**config.mk**
```make
export PLATFORM = sky130hd
export DESIGN_NAME = led_pwm_driver
export DESIGN_NICKNAME = d
export VERILOG_FILES = /design/src/rtl/led_pwm_driver.sv
export SDC_FILE = /design/constraint.sdc
export NUM_CORES = 1
export LEC_CHECK = 0
export BUFFER_PORTS_ARGS = -buffer_cell sky130_fd_sc_hd__buf_2
export CAP_MARGIN = 10
export CORE_ASPECT_RATIO = 0.7
export CORE_UTILIZATION = 29
export DETAILED_ROUTE_END_ITERATION = 12
export PLACE_DENSITY = 0.42
export SYNTH_ARGS = -nofsm -noshare
export SYNTH_HDL_FRONTEND = slang
export SYNTH_SLANG_ARGS = --single-unit
export TNS_END_PERCENT = 10
```
**constraint.sdc**
```tcl
create_clock -name i_clk -period 2.73 [get_ports i_clk]
set_input_delay 0.546 -clock i_clk [delete_from_list [all_inputs] [get_ports i_clk]]
set_output_delay 0.546 -clock i_clk [all_outputs]
set_load 0.02 [all_outputs]
```
**src/rtl/led_pwm_driver.sv**
```systemverilog
// led_pwm_driver: captures the latched GRB word and drives double-buffered 8-bit PWM for an RGB LED.
// Define LED_PWM_GAMMA_EN to map each channel through a square-law curve when loading duties.
module led_pwm_driver #(
    parameter int PRESCALE      = 4,
    parameter int BLANK_TIMEOUT = 1024
) (
    input  logic        i_clk,
    input  logic        i_reset_n,
    input  logic [23:0] i_led_data,
    input  logic        i_passthru_en,
    output logic        o_pwm_r,
    output logic        o_pwm_g,
    output logic        o_pwm_b,
    output logic        o_update,
    output logic        o_blanked
);
    localparam int PW = (PRESCALE > 1) ? $clog2(PRESCALE) : 1;
    localparam int IW = (BLANK_TIMEOUT > 0) ? $clog2(BLANK_TIMEOUT + 1) : 1;
    localparam logic [PW-1:0] PRESC_LAST = PW'(PRESCALE - 1);
    localparam logic [IW-1:0] IDLE_LIMIT = IW'(BLANK_TIMEOUT);

    localparam logic [0:0] ST_BLANK = 1'b0;
    localparam logic [0:0] ST_RUN   = 1'b1;

    logic          pt_q;
    logic          capture;
    logic [PW-1:0] presc;
    logic          tick;
    logic [7:0]    pwm_cnt;
    logic          boundary;
    logic [23:0]   pending;
    logic          pending_flag;
    logic          load;
    logic [23:0]   load_word;
    logic [IW-1:0] idle;
    logic [IW-1:0] idle_next;
    logic          timeout;
    logic [0:0]    state;
    logic [7:0]    duty_r;
    logic [7:0]    duty_g;
    logic [7:0]    duty_b;

`ifdef LED_PWM_GAMMA_EN
    function automatic logic [7:0] map_duty(input logic [7:0] x);
        logic [15:0] sq;
        sq = {8'd0, x} * {8'd0, x};
        return (x == 8'hFF) ? 8'hFF : sq[15:8];
    endfunction
`else
    function automatic logic [7:0] map_duty(input logic [7:0] x);
        return x;
    endfunction
`endif

    assign capture   = i_passthru_en & ~pt_q;
    assign tick      = (presc == PRESC_LAST);
    assign boundary  = tick && (pwm_cnt == 8'hFF);
    assign load      = boundary && (capture || pending_flag);
    // A capture landing on the boundary bypasses the pending register entirely.
    assign load_word = capture ? i_led_data : pending;
    assign idle_next = (idle == IDLE_LIMIT) ? idle : idle + IW'(1);
    assign timeout   = (BLANK_TIMEOUT != 0) && (idle_next == IDLE_LIMIT);
    assign o_blanked = (state == ST_BLANK);

    always_ff @(posedge i_clk or negedge i_reset_n) begin
        if (!i_reset_n) begin
            pt_q    <= 1'b0;
            presc   <= '0;
            pwm_cnt <= 8'd0;
        end else begin
            pt_q    <= i_passthru_en;
            presc   <= tick ? '0 : presc + PW'(1);
            if (tick) begin
                pwm_cnt <= pwm_cnt + 8'd1;
            end
        end
    end

    always_ff @(posedge i_clk or negedge i_reset_n) begin
        if (!i_reset_n) begin
            pending      <= 24'd0;
            pending_flag <= 1'b0;
        end else if (load) begin
            pending_flag <= 1'b0;
        end else if (capture) begin
            pending      <= i_led_data;
            pending_flag <= 1'b1;
        end
    end

    // Active duties change only at a period boundary so a PWM cycle is never cut short.
    always_ff @(posedge i_clk or negedge i_reset_n) begin
        if (!i_reset_n) begin
            state    <= ST_BLANK;
            idle     <= '0;
            duty_r   <= 8'd0;
            duty_g   <= 8'd0;
            duty_b   <= 8'd0;
            o_update <= 1'b0;
        end else begin
            o_update <= load;
            if (load) begin
                duty_g <= map_duty(load_word[23:16]);
                duty_r <= map_duty(load_word[15:8]);
                duty_b <= map_duty(load_word[7:0]);
                idle   <= '0;
                state  <= ST_RUN;
            end else if (boundary) begin
                idle <= idle_next;
                if (state == ST_RUN && timeout) begin
                    state  <= ST_BLANK;
                    duty_r <= 8'd0;
                    duty_g <= 8'd0;
                    duty_b <= 8'd0;
                end
            end
        end
    end

    always_ff @(posedge i_clk or negedge i_reset_n) begin
        if (!i_reset_n) begin
            o_pwm_r <= 1'b0;
            o_pwm_g <= 1'b0;
            o_pwm_b <= 1'b0;
        end else begin
            o_pwm_r <= (state == ST_RUN) && (pwm_cnt < duty_r);
            o_pwm_g <= (state == ST_RUN) && (pwm_cnt < duty_g);
            o_pwm_b <= (state == ST_RUN) && (pwm_cnt < duty_b);
        end
    end
endmodule

```
* Word-level counts from Yosys, hierarchy flattened
Cells that the tools add are included.
** Storage, ports and cells
- Register bits after elaboration :: 76
- Input bits :: 27
** Operators by class
- $lt $le $gt $ge :: 3
- Multiplexer cells :: 15
- Bitwise operators :: 3
- Eq/ne operators :: 4
- Reductions and logical operators :: 11
- Add/sub/neg operators :: 3
** Operator list (count)
- $mux 8 :: 5
- $mux 11 :: 3
- $lt 8x8->1 :: 3
- $mux 24 :: 1
- $eq 11x11->1 const B :: 2
- $add 11x1->11 const B :: 1
- $add 8x1->8 const B :: 1
- $eq 8x8->1 const B :: 1
- $logic_and 1x1->1 :: 6
- $reduce_bool 2->1 :: 3
- $mux 1 :: 5
- $add 2x1->2 const B :: 1
- $eq 2x2->1 const B :: 1
- $mux 2 :: 1
- $not 1->1 :: 2
- $reduce_and 2->1 :: 1
- $and 1x1->1 :: 1
- $logic_or 1x1->1 :: 1

* Logic depth before layout (Yosys ltp)
- Depth after elaboration :: 7
- Depth in mapped cells :: 11
- Gate-level depth less buffers :: 8

* Worst setup path before layout
No wires, ideal clock.
- Path kind :: input port to flip-flop
- From :: input port i_passthru_en
- To :: register state
- Buffers on the path :: 2
- Setup time :: 146 ps
- Cell stages on the path :: 8
- Slack :: 413 ps
- Arrival time :: 2172 ps
- Required time :: 2584 ps
- Path through :: nor2b_1 buf_6 or2_1 or3_1 or3_1 nor4_4 buf_6 a21oi_1
** Between the ends
- Cells in the longest elaborated chain, start to end :: 5
** RTL lines
- from (decl) :: line 10 : input logic i_passthru_en,
- $and 1x1->1 * :: line 55 : assign capture = i_passthru_en & ~pt_q;
- $logic_or 1x1->1 * :: line 58 : assign load = boundary && (capture || pending_flag);
- $logic_and 1x1->1 * :: line 58
- $reduce_bool 2->1 (no source line)
- $reduce_and 2->1 (no source line)
- to (signal assigned) :: line 94 : state <= ST_BLANK;
- to (signal assigned) :: line 107 : state <= ST_RUN;
- to (signal assigned) :: line 111 : state <= ST_BLANK;
- to (decl) :: line 38 : logic [0:0] state;
Mark *: on every way between the ends. The rest lies on a longest branch, timed or not.
A chain may end at the register's enable or synchronous reset.

* Worst setup path in the final report
- From :: register idle[5]
- To :: register duty_b[7]
** Between the ends
- Cells in the longest elaborated chain, start to end :: 6
** RTL lines
- from (decl) :: line 35 : logic [IW-1:0] idle;
- from (signal assigned) :: line 109 : idle <= idle_next;
- $add 11x1->11 or $eq 11x11->1 (tied branches) :: line 61 : assign idle_next = (idle == IDLE_LIMIT) ? idle : idle + IW'(1);
- $mux 11 * :: line 61
- $eq 11x11->1 * :: line 62 : assign timeout = (BLANK_TIMEOUT != 0) && (idle_next == IDLE_LIMIT);
- $logic_and 1x1->1 * :: line 110 : if (state == ST_RUN && timeout) begin
- $reduce_bool 2->1 (no source line) *
- $reduce_and 2->1 (no source line) *
- to (signal assigned) :: line 105 : duty_b <= map_duty(load_word[7:0]);
- to (decl) :: line 41 : logic [7:0] duty_b;
Marked as above.

==> metrics.cfg <==
[outcome]
status=completed

[power_and_ir_drop]
swShare=0.230
cellPowerDensity_nw_per_um2=553
p_int_mw=2.01
leakagePower_nw=1.95
clkPwrFrac=0.472
switching_power_mw=0.601
p_comb_frac=0.067
max-vdd-ir-drop_v=0.000324
seqPwrFrac=0.462

[placed_design]
finalWeightedCongestion=0.812
dp_hpwl_um=6220
io_buffers=31
dpl_worst_slack_ps=393

[synthesis]
ys_types=45
synth_ff_type=dfrtp_1
ys_seq_area_frac=0.472
syn-num-nets=430
synth_edf_count=0
yosysWarningCount=0
ys_ff_latch=76
syn_area_per_cell_um2=10.7
synth_area_um2=4030
async_flop_share=1.00
synth_cells=378

[critical_path]
cp_max_fo=25
crit_chain=and4_1 > nand4_1 > nor3b_1 > o221ai_1 > nor4_4 > buf_12 > a211oi_1
arrival_ps=2580
setup.worst_path.class=register to register
critPathTopFamily=simple AND/OR/NAND/NOR gates
slowest_stage=dfrtp_1
crit_path_start_kind=register
end_kind=register
critPathMaxStageDelay_ps=550
crit_buf_inv=1
worstPathRequired_ps=2940

[drt]
vias=2807
wl_met3_um=311
wirelength_um=8710
via_per_inst=4.71
drt_first_pass_iters=4
route.detailed.drc=0
wl_met1_um=4910
drt_iter0_markers=141
ant_nets=0
dr_wl_met2_um=3370
highest_layer=met4
wl_per_cell_um=14.6

[cells_and_area]
antennaDiodeCount=0
nNetsFinal=458
area_delta_synth_final_pct=17.1
drive_above_1_share=0.209

[floorplan]
fp.dieH_um=101
ios=32
dieWidth_um=143
die_area_um2=14400
coreArea_um2=13400
start_util=0.302
num_rows=35

[grt]
grt_use_total=0.137
first_global_vias=2768
grt_max_degree=49
grt_pass1_wl_um=14800
antenna_found_initial=0
grt.overflow.total=0

[clock_network]
ctsRootBufferMaster=clkbuf_16
clkTransAtPathRegs_ps=60
cts_setup_buffers=0
tritoncts=built
clkLatencyLatePin_ps=340
cts_hold_buf=0
cts_buffers=9
cts_buffer_depth=2
htree_levels=3
cts_resized=0
cts_sinks=76

[sta]
setup_viol=0
fin_tns_setup_ps=0
hold_viol=0
slew_headroom=0.566
finalMaxSlewViolations=0
worst_clock_skew_ps=5.62
setup_slack_ps=358
period_needed_ps=2370
clock.fmax_mhz=422
min_period_over_period=0.869
worst_pin_slew_ps=652
rsz0062_at_grt=no

[worst_hold_path]
hold_class=primary input to async pin

[flow_run]
drv_cap=0

-- flip-flops by register name, summed over array words and instances, names as in the netlist, 2 cells and up --
| name | cells |
|---|---|
| pending | 24 |
| presc | 2 |
| duty_g | 8 |
| duty_b | 8 |
| idle | 11 |
| pwm_cnt | 8 |
| duty_r | 8 |
-- placed cells by master, fill, tap and decap left out, types with 2 or more instances in the layout --
| master | instances |
|---|---|
| clkinv_4 | 2 |
| o311ai_0 | 3 |
| and2_1 | 2 |
| and3_1 | 2 |
| nand3_1 | 9 |
| nor4_1 | 4 |
| mux2i_1 | 24 |
| a211oi_1 | 27 |
| buf_2 | 30 |
| ha_1 | 25 |
| xor2_1 | 4 |
| nand2b_1 | 5 |
| or4_1 | 3 |
| or3_1 | 2 |
| nor2_1 | 36 |
| buf_4 | 7 |
| clkinvlp_4 | 2 |
| nand4_1 | 7 |
| nor3_1 | 2 |
| clkbuf_16 | 9 |
| a31oi_1 | 5 |
| mux2_2 | 25 |
| buf_12 | 3 |
| dfrtp_1 | 76 |
| a21o_1 | 7 |
| xnor2_1 | 5 |
| o31ai_1 | 3 |
| nand2_1 | 13 |
| o21ai_0 | 23 |
| inv_1 | 27 |
-- cells by family after synthesis --
kind of cell               after synthesis  synth area share
and+or+nand+nor                         95             0.122
DFF                                     76             0.472
AOI/OAI and AO/OA                       74             0.123
buffers and inverters                   50            0.0559
muxes                                   49             0.129
adders and majority gates               25            0.0776
xor gates and xnor gates                 9            0.0196
-- power groups by stage --
stage,Clock [mW],Combinational [mW],Sequential [mW]
after detailed placement,0,0.181,1.22
final,1.23,0.174,1.20
after CTS,1.27,0.181,1.20
after global routing,1.32,0.196,1.21
after floorplan,0,0.107,1.22
after global placement,0,0.178,1.22
-- synthesized netlist by cell type, drive strengths merged, types with 7 or more instances --
library cell,instances,area [um^2]
buf,11,76.3
nor2,36,135
nand2,13,48.8
nand4,7,43.8
o21ai,23,115
mux2,25,282
inv,27,101
nand3,10,55.1
clkbuf,12,47.6
ha,25,313
a211oi,27,203
mux2i,24,240
dfrtp,76,1900
a21o,7,52.6
-- metal layers --
metal / global-route usage / vias to the layer above
met2: 0.177 / 40
li1: - / 1417
met5: 0 / -
met4: 0.0447 / 0
met3: 0.0385 / 9
met1: 0.211 / 1341
-- final cells by class --
class | count | area [um^2]
multi-input combinational | 252 | 1910
tap | 185 | 231
clock inverter | 6 | 71.3
fill | 1349 | 8640
inverter | 27 | 101
sequential | 76 | 1900
timing repair buffer | 40 | 263
clock buffer | 10 | 239
-- final timing paths --
check                              startpoint         end  slack (ps)  cells past startpoint
worst max-delay path                  idle[5]   duty_b[7]         360                      7
worst min-delay path                i_reset_n  pending[0]         230                      1
worst max register to register        idle[5]   duty_b[7]         360                      7
worst min register to register       presc[0]    presc[0]         420                      1
max in group asynchronous           i_reset_n  pending[7]        1900                      2
min in group i_clk              i_passthru_en        pt_q         330                      1
-- per-stage QoR --
stage / hold slack, ps / cells / area [um^2] / total power, mW / util
final: 234 / 596 / 4720 / 2.61 / 0.353
after global routing: 288 / 596 / 4720 / 2.73 / 0.353
after CTS: 259 / 596 / 4720 / 2.65 / 0.353
after detailed placement: 416 / 580 / 4410 / 1.41 / 0.330
after global placement: 414 / 580 / 4410 / 1.40 / 0.330
after floorplan: 250 / 378 / 4030 / 1.33 / -
-- worst register-to-register path: cells and delay by family (launching register included) --
family	cells	cell delay (ps)
flip-flops	1	550
buffers and inverters	1	220
AO/OA/AOI/OAI	2	300
AND/OR/NAND/NOR	4	1190
No activity file was read; power rests on OpenSTA's default activity.
